File: src/rtl/ahb_arb_pkg.sv
// Shared types and helpers for the AHB bus arbiter: HTRANS encodings,
// arbiter state enum and the index-width helper.
package ahb_arb_pkg;

    localparam logic [1:0] HTRANS_IDLE   = 2'b00;
    localparam logic [1:0] HTRANS_BUSY   = 2'b01;
    localparam logic [1:0] HTRANS_NONSEQ = 2'b10;
    localparam logic [1:0] HTRANS_SEQ    = 2'b11;

    typedef enum logic [1:0] {
        PARK   = 2'd0,
        OWN    = 2'd1,
        LOCKED = 2'd2
    } arb_state_t;

    // Index width: max(1, clog2(n)).
    function automatic int unsigned mw_of(input int unsigned n);
        return (n > 2) ? $clog2(n) : 1;
    endfunction

endpackage

File: src/rtl/ahb_bus_arbiter_if.sv
// Arbitration bundle between the master interfaces and the AHB bus arbiter.
interface ahb_bus_arbiter_if
    import ahb_arb_pkg::*;
#(
    parameter int unsigned NUM_MASTERS = 3
) ();
    localparam int unsigned MW = mw_of(NUM_MASTERS);

    logic [NUM_MASTERS-1:0] hbusreq;
    logic [NUM_MASTERS-1:0] hlock;
    logic                   hready;
    logic [1:0]             htrans;
    logic [NUM_MASTERS-1:0] hgrant;
    logic [MW-1:0]          hmaster;
    logic                   hmastlock;

    // Requesting side: masters plus the slave-mux ready/trans feedback.
    modport master (
        output hbusreq, hlock, hready, htrans,
        input  hgrant, hmaster, hmastlock
    );

    // Arbiter side.
    modport slave (
        input  hbusreq, hlock, hready, htrans,
        output hgrant, hmaster, hmastlock
    );
endinterface

File: src/rtl/ahb_arb_pick.sv
// Combinational rotating picker: first masked requester at or after start,
// wrapping at NUM_MASTERS-1 -> 0. Fixed priority uses start = 0.
module ahb_arb_pick
    import ahb_arb_pkg::*;
#(
    parameter int unsigned NUM_MASTERS = 3,
    parameter int unsigned MW          = mw_of(NUM_MASTERS)
) (
    input  logic [NUM_MASTERS-1:0] req,
    input  logic [MW-1:0]          start,
    input  logic [NUM_MASTERS-1:0] mask,
    output logic [NUM_MASTERS-1:0] win_oh,
    output logic [MW-1:0]          win_idx
);

    always_comb begin
        logic          found;
        int unsigned   j;
        logic [MW-1:0] jj;
        win_oh  = '0;
        win_idx = '0;
        found   = 1'b0;
        j       = 0;
        jj      = '0;
        for (int unsigned i = 0; i < NUM_MASTERS; i++) begin
            j  = (32'(start) + i) % NUM_MASTERS;
            jj = MW'(j);
            if (!found && req[jj] && mask[jj]) begin
                found       = 1'b1;
                win_oh[jj]  = 1'b1;
                win_idx     = jj;
            end
        end
    end

endmodule

File: src/rtl/ahb_bus_arbiter.sv
// AHB bus arbiter: one-hot hgrant, registered hmaster/hmastlock, hold limit.
// Build option: define ARB_ROUND_ROBIN_EN for round-robin, else fixed priority.
module ahb_bus_arbiter
    import ahb_arb_pkg::*;
#(
    parameter int unsigned NUM_MASTERS    = 3,
    parameter int unsigned DEFAULT_MASTER = 0,
    parameter int unsigned MAX_HOLD       = 16
) (
    input logic              hclk,
    input logic              hreset,
    ahb_bus_arbiter_if.slave bus
);

    localparam int unsigned MW        = mw_of(NUM_MASTERS);
    localparam int unsigned HW        = mw_of(MAX_HOLD);
    localparam int unsigned HOLD_LAST = (MAX_HOLD == 0) ? 0 : MAX_HOLD - 1;
    localparam logic [NUM_MASTERS-1:0] DEFAULT_OH = NUM_MASTERS'(1) << DEFAULT_MASTER;

    arb_state_t             state;
    logic [NUM_MASTERS-1:0] grant;
    logic [MW-1:0]          owner;
    logic [MW-1:0]          master;
    logic                   mastlock;
    logic [HW-1:0]          hold_cnt;

    logic                   arb_c;
    logic                   any_req_c;
    logic                   owner_req_c;
    logic                   owner_lock_c;
    logic [NUM_MASTERS-1:0] others_c;
    logic                   hold_sat_c;
    logic                   hold_hit_c;
    logic [NUM_MASTERS-1:0] mask_c;
    logic [MW-1:0]          start_c;
    logic [NUM_MASTERS-1:0] win_oh;
    logic [MW-1:0]          win_idx;
    logic                   win_lock_c;

`ifdef ARB_ROUND_ROBIN_EN
    logic [MW-1:0] ptr;
    assign start_c = (ptr == MW'(NUM_MASTERS - 1)) ? '0 : ptr + MW'(1);
`else
    assign start_c = '0;
`endif

    assign arb_c        = bus.hready && (bus.htrans != HTRANS_BUSY);
    assign any_req_c    = |bus.hbusreq;
    assign owner_req_c  = |(bus.hbusreq & grant);
    assign owner_lock_c = |(bus.hlock & grant);
    assign others_c     = bus.hbusreq & ~grant;
    assign hold_sat_c   = (hold_cnt == HW'(HOLD_LAST));
    assign hold_hit_c   = (MAX_HOLD != 0) && hold_sat_c;
    // Once others request, the owner is excluded so it cannot re-win.
    assign mask_c       = ((state != PARK) && (|others_c)) ? ~grant : '1;
    assign win_lock_c   = |(bus.hlock & win_oh);

    ahb_arb_pick #(
        .NUM_MASTERS (NUM_MASTERS),
        .MW          (MW)
    ) u_pick (
        .req     (bus.hbusreq),
        .start   (start_c),
        .mask    (mask_c),
        .win_oh  (win_oh),
        .win_idx (win_idx)
    );

    // State, grant, hold counter and address-phase owner; hready=0 freezes all.
    always_ff @(posedge hclk) begin
        if (hreset) begin
            state    <= PARK;
            grant    <= DEFAULT_OH;
            owner    <= MW'(DEFAULT_MASTER);
            master   <= MW'(DEFAULT_MASTER);
            mastlock <= 1'b0;
            hold_cnt <= '0;
`ifdef ARB_ROUND_ROBIN_EN
            ptr      <= MW'(DEFAULT_MASTER);
`endif
        end else if (bus.hready) begin
            master   <= owner;
            mastlock <= owner_lock_c;
            if (arb_c) begin
                case (state)
                    PARK: begin
                        if (any_req_c) begin
                            grant    <= win_oh;
                            owner    <= win_idx;
                            state    <= win_lock_c ? LOCKED : OWN;
                            hold_cnt <= '0;
`ifdef ARB_ROUND_ROBIN_EN
                            ptr      <= win_idx;
`endif
                        end
                    end
                    default: begin
                        if (owner_lock_c) begin
                            state <= LOCKED;
                        end else if (!any_req_c) begin
                            grant    <= DEFAULT_OH;
                            owner    <= MW'(DEFAULT_MASTER);
                            state    <= PARK;
                            hold_cnt <= '0;
                        end else if (!owner_req_c || (hold_hit_c && (|others_c))) begin
                            grant    <= win_oh;
                            owner    <= win_idx;
                            state    <= win_lock_c ? LOCKED : OWN;
                            hold_cnt <= '0;
`ifdef ARB_ROUND_ROBIN_EN
                            ptr      <= win_idx;
`endif
                        end else begin
                            state <= OWN;
                            if ((state == OWN) && !hold_sat_c) begin
                                hold_cnt <= hold_cnt + HW'(1);
                            end
                        end
                    end
                endcase
            end else if ((state == OWN) && !hold_sat_c) begin
                hold_cnt <= hold_cnt + HW'(1);
            end
        end
    end

    assign bus.hgrant    = grant;
    assign bus.hmaster   = master;
    assign bus.hmastlock = mastlock;

endmodule

File: src/flat_wrapper.sv
// flat-port wrapper written by rule: the top's interface ports become plain ports
module ahb_bus_arbiter_flat import ahb_arb_pkg::*;
#(
    parameter int unsigned NUM_MASTERS    = 3,
    parameter int unsigned DEFAULT_MASTER = 0,
    parameter int unsigned MAX_HOLD       = 16
)
  (hclk, hreset, bus_hbusreq, bus_hlock, bus_hready, bus_htrans, bus_hgrant, bus_hmaster, bus_hmastlock);
  ahb_bus_arbiter_if #(.NUM_MASTERS(NUM_MASTERS)) bus_i ();
  input logic hclk;
  input logic hreset;
  input wire logic [$bits(bus_i.hbusreq)-1:0] bus_hbusreq;
  input wire logic [$bits(bus_i.hlock)-1:0] bus_hlock;
  input wire logic [$bits(bus_i.hready)-1:0] bus_hready;
  input wire logic [$bits(bus_i.htrans)-1:0] bus_htrans;
  output wire logic [$bits(bus_i.hgrant)-1:0] bus_hgrant;
  output wire logic [$bits(bus_i.hmaster)-1:0] bus_hmaster;
  output wire logic [$bits(bus_i.hmastlock)-1:0] bus_hmastlock;
  assign bus_i.hbusreq = bus_hbusreq;
  assign bus_i.hlock = bus_hlock;
  assign bus_i.hready = bus_hready;
  assign bus_i.htrans = bus_htrans;
  assign bus_hgrant = bus_i.hgrant;
  assign bus_hmaster = bus_i.hmaster;
  assign bus_hmastlock = bus_i.hmastlock;
  ahb_bus_arbiter #(.NUM_MASTERS(NUM_MASTERS), .DEFAULT_MASTER(DEFAULT_MASTER), .MAX_HOLD(MAX_HOLD)) u_core (.hclk(hclk), .hreset(hreset), .bus(bus_i));
endmodule
File: config.mk
export PLATFORM = sky130hd
export DESIGN_NAME = ahb_bus_arbiter_flat
export DESIGN_NICKNAME = d
export VERILOG_FILES = /design/src/rtl/ahb_arb_pkg.sv /design/src/rtl/ahb_bus_arbiter_if.sv /design/src/rtl/ahb_arb_pick.sv /design/src/rtl/ahb_bus_arbiter.sv /design/src/flat_wrapper.sv
export SDC_FILE = /design/constraint.sdc
export NUM_CORES = 1
export LEC_CHECK = 0
export CAP_MARGIN = 20
export CORE_MARGIN = 2
export CORE_UTILIZATION = 35
export CTS_CLUSTER_DIAMETER = 120
export DETAILED_ROUTE_END_ITERATION = 8
export PLACE_DENSITY = 0.6
export SLEW_MARGIN = 15
export SYNTH_ARGS = -nofsm -noshare
export SYNTH_HDL_FRONTEND = slang
export SYNTH_HIERARCHICAL = 1
export SYNTH_SLANG_ARGS = --single-unit
File: constraint.sdc
create_clock -name hclk -period 2.41 [get_ports hclk]
set_input_delay 0.3615 -clock hclk [delete_from_list [all_inputs] [get_ports hclk]]
set_output_delay 0.3615 -clock hclk [all_outputs]
set_load 0.01 [all_outputs]
==> flow_summary_export.csv <==
group,metric,value,unit
run_status,status,"finished, final reports clean",
logic_synthesis,syn_avg_cell_area,7.90,sq um
sta,hold_viol_final,0,
worst_setup_path,end_kind,"register",
floorplanning,core,0.00313,sq mm
logic_synthesis,yosysMostFrequentCell,"nand2_1",
global_routing,grt_antenna_before_repair,0,
worst_setup_path,start_kind,"register",
floorplanning,dieArea,0.00382,sq mm
sta,tightest_slew,0.541,ns
drt,drc,0,
sta,maxSlewViolCount,0,
drt,ant_nets,0,
floorplanning,rows,20,
power,p_per_area,463,mW/mm^2
cells_and_area,drive_gt1_share,33.0,%
min_path,hp-start,"u_core/owner[0]$_SDFFE_PP0P_",
placement,dpl.hpwl,2540,um
logic_synthesis,synth_cells,148,
clock_network,cts_made_buffers,3,
clock_network,cts.reportedPaths.clkPinSlew,0.08,ns
drt,dr.pass1.iters,4,
logic_synthesis,synth_edf_count,0,
logic_synthesis,synth-main-ff-cell,"dfxtp_1",
global_routing,grt_start_max_net_pins,13,
logic_synthesis,ys_warn_count,6,
logic_synthesis,yosys.area.top_type_share,24.0,%
floorplanning,die_h,61.8,um
cells_and_area,syn_to_final_growth,53.8,%
placement,dp_slack,-0.559,ns
clock_network,cts_tree,"yes",
worst_setup_path,cp_num_buf_inv,2,
sta,min_period,2.36,ns
logic_synthesis,yosysUniqueCellTypes,52,
placement,port_buffers,16,
sta,clock.fmax,424,MHz
floorplanning,initial_utilization,37.4,%
global_routing,grt_pass1_vias,1270,
sta,hold_slack,0.485,ns
drt,initialDrtViolationCount,97,
cells_and_area,fin_util,57.5,%
drt,vias,1381,
global_routing,grt_pass1_wl,5710,um
clock_network,clockBufferDepth,2,
worst_setup_path,critPathKind,"reg -> reg",
worst_setup_path,cp_slowest_cell,"dfxtp_2",
worst_setup_path,crit_family,"compound AO/OA/AOI/OAI gates",
cells_and_area,stdcell_area,0.00180,sq mm
placement,gp_congestion,0.900,
global_routing,grt_overflow,0,
drt,wl_per_cell,14.3,um
floorplanning,die_w,61.8,um
min_path,hold_class,"reg -> reg",
power,fin_total_pwr,0.834,mW
worst_setup_path,critPathArrivalTime,2.55,ns
cells_and_area,nFillCells,296,
cells_and_area,diodes,0,
clock_network,cts_root_buf,"clkbuf_4",
worst_setup_path,cp_slowest_stage_delay,0.37,ns
logic_synthesis,synthTopCellsByArea,"dfxtp_1 24%, mux2i_1 6.0%, nand2_1 5.8%",
logic_synthesis,synth_area_leader_cell,"dfxtp_1",
sta,fin_setup_tns,0,ns
clock_network,clock_latency,0.28,ns
sta,post-route-period-util,98.0,%
logic_synthesis,synthesis.area,0.00117,sq mm
clock_network,cts.sinks,14,
sta,setup_viol,0,
power,power_leakage,0.733,nW
worst_setup_path,cp_cell_sequence,"nor2b_4, nor3_2, nor2_2, buf_6, nand2_4, nand3b_1, a21oi_2, a31oi_1, o21ai_1, a222oi_1, o21ai_1, buf_4, nand2_4, o41ai_2",
logic_synthesis,synth_seq_cells,14,
worst_setup_path,worstSetupStartpoint,"u_core/bus.hgrant[1]$_SDFFE_PP0P_",
worst_setup_path,regToRegStartpoint,"u_core/bus.hgrant[1]$_SDFFE_PP0P_",
global_routing,grt_usage,19.7,%
cells_and_area,fin_cells,247,
placement,placed_cells,237,
logic_synthesis,async_reset_ff_share,0,%
cells_and_area,nets,220,
logic_synthesis,ys_seq_area_share,24.0,%
logic_synthesis,ys_top_cells_by_count,"18 x nand2_1, 14 x dfxtp_1, 10 x nor2_1, 8 x o21ai_0",
worst_setup_path,crit_required,2.60,ns
clock_network,htreeDepth,1,
sta,rsz0062_at_grt,"yes",
floorplanning,io_pins,17,
sta,worst_slack,0.0489,ns
worst_setup_path,crit_path_max_fanout,3,
drt,wirelength,3520,um
sta,clock_skew,0.00243,ns
placement,placed_area,0.00161,sq mm
flow_run,max_cap_violations,0,
sta,relSlewSlack,63.9,%
drt,vias_per_cell,5.59,
power,ir_worst_vdd,0.211,mV
==> cells by family after synthesis <==
logic type,Yosys count,synth area share [%]
flip-flops,14,24.0
AND/OR/NAND/NOR,68,32.2
other,1,0.321
multiplexers,7,5.99
AO/OA/AOI/OAI,44,28.8
adder cells (fa/ha/maj),5,5.35
buffers and inverters,9,3.42
==> layer usage <==
layer  vias to the layer above  share of wire [%]  GRT usage, %  wire length, um
met3                         0                6.2          3.52              217
met2                        54                 51          35.2             1810
met1                       658                 42          24.6             1490
met4                         0                  0          4.26                0
met5                         -                  0             0                0
li1                        669                  -             -                -
==> state kept, by name, indices dropped and copies added, names as in the netlist <==
register              cells
u_core/owner              2
u_core/state              2
u_core/bus.hmaster        2
u_core/bus.hgrant         3
u_core/bus.hmastlock      1
u_core/hold_cnt           4
==> layout make-up <==
type                            count  area (sq um)  share of cell area (%)
Clock buffer                        4          36.3                    2.02
Sequential cell                    14           284                    15.8
Inverter                            4          15.0                   0.834
Multi-Input combinational cell    130           967                    53.8
Timing Repair Buffer               51           442                    24.5
Tap cell                           44          55.1                    3.06
==> final timing paths <==
kind	endpoint	slack, ns	cells after the start
max	u_core/state[1]$_SDFFE_PP0P_	0.05	14
min	u_core/owner[0]$_SDFFE_PP0P_	0.48	2
max reg2reg	u_core/state[1]$_SDFFE_PP0P_	0.05	14
min reg2reg	u_core/owner[0]$_SDFFE_PP0P_	0.48	2
==> repair_timing <==
action                     4_1_cts  5_1_grt
hold buffers                     0        0
pin swaps                        9       13
setup endpoints to repair        2        2
gates resized for setup         20       15
setup buffers                    4        2
==> tightest hold or removal path, cell delays in order, from the launching register on <==
cell and delay, ns:
dfxtp_1 0.32, nand2b_1 0.06, mux2i_1 0.06
==> where the power goes <==
group          internal, mW  leakage, nW  switching [mW]
sequential            0.247        0.114          0.0113
combinational         0.211        0.597           0.198
clock                0.0919       0.0210          0.0747
total                 0.550        0.733           0.284
==> cells in the final DEF, fill, tap and decap left out, types with 2 or more instances in the layout <==
cell / count
nand2_1: 13
nand3b_1: 2
a222oi_1: 2
a31oi_1: 3
and3_1: 2
nand4b_1: 3
o31ai_1: 3
buf_6: 2
or4_1: 3
or3_1: 3
a21oi_1: 5
inv_1: 4
clkdlybuf4s50_1: 13
dfxtp_2: 3
clkdlybuf4s15_1: 2
o21ai_0: 5
a211oi_1: 4
o21ai_1: 2
nand2_4: 2
dfxtp_1: 11
nand2_2: 3
nor3_2: 2
conb_1: 6
ha_1: 5
o211ai_1: 2
nand2b_1: 7
buf_4: 32
nor2b_4: 3
clkbuf_4: 3
mux2i_1: 7
nor2_1: 9
nand3_1: 5
Note: power is estimated with default switching activity, not from simulation.
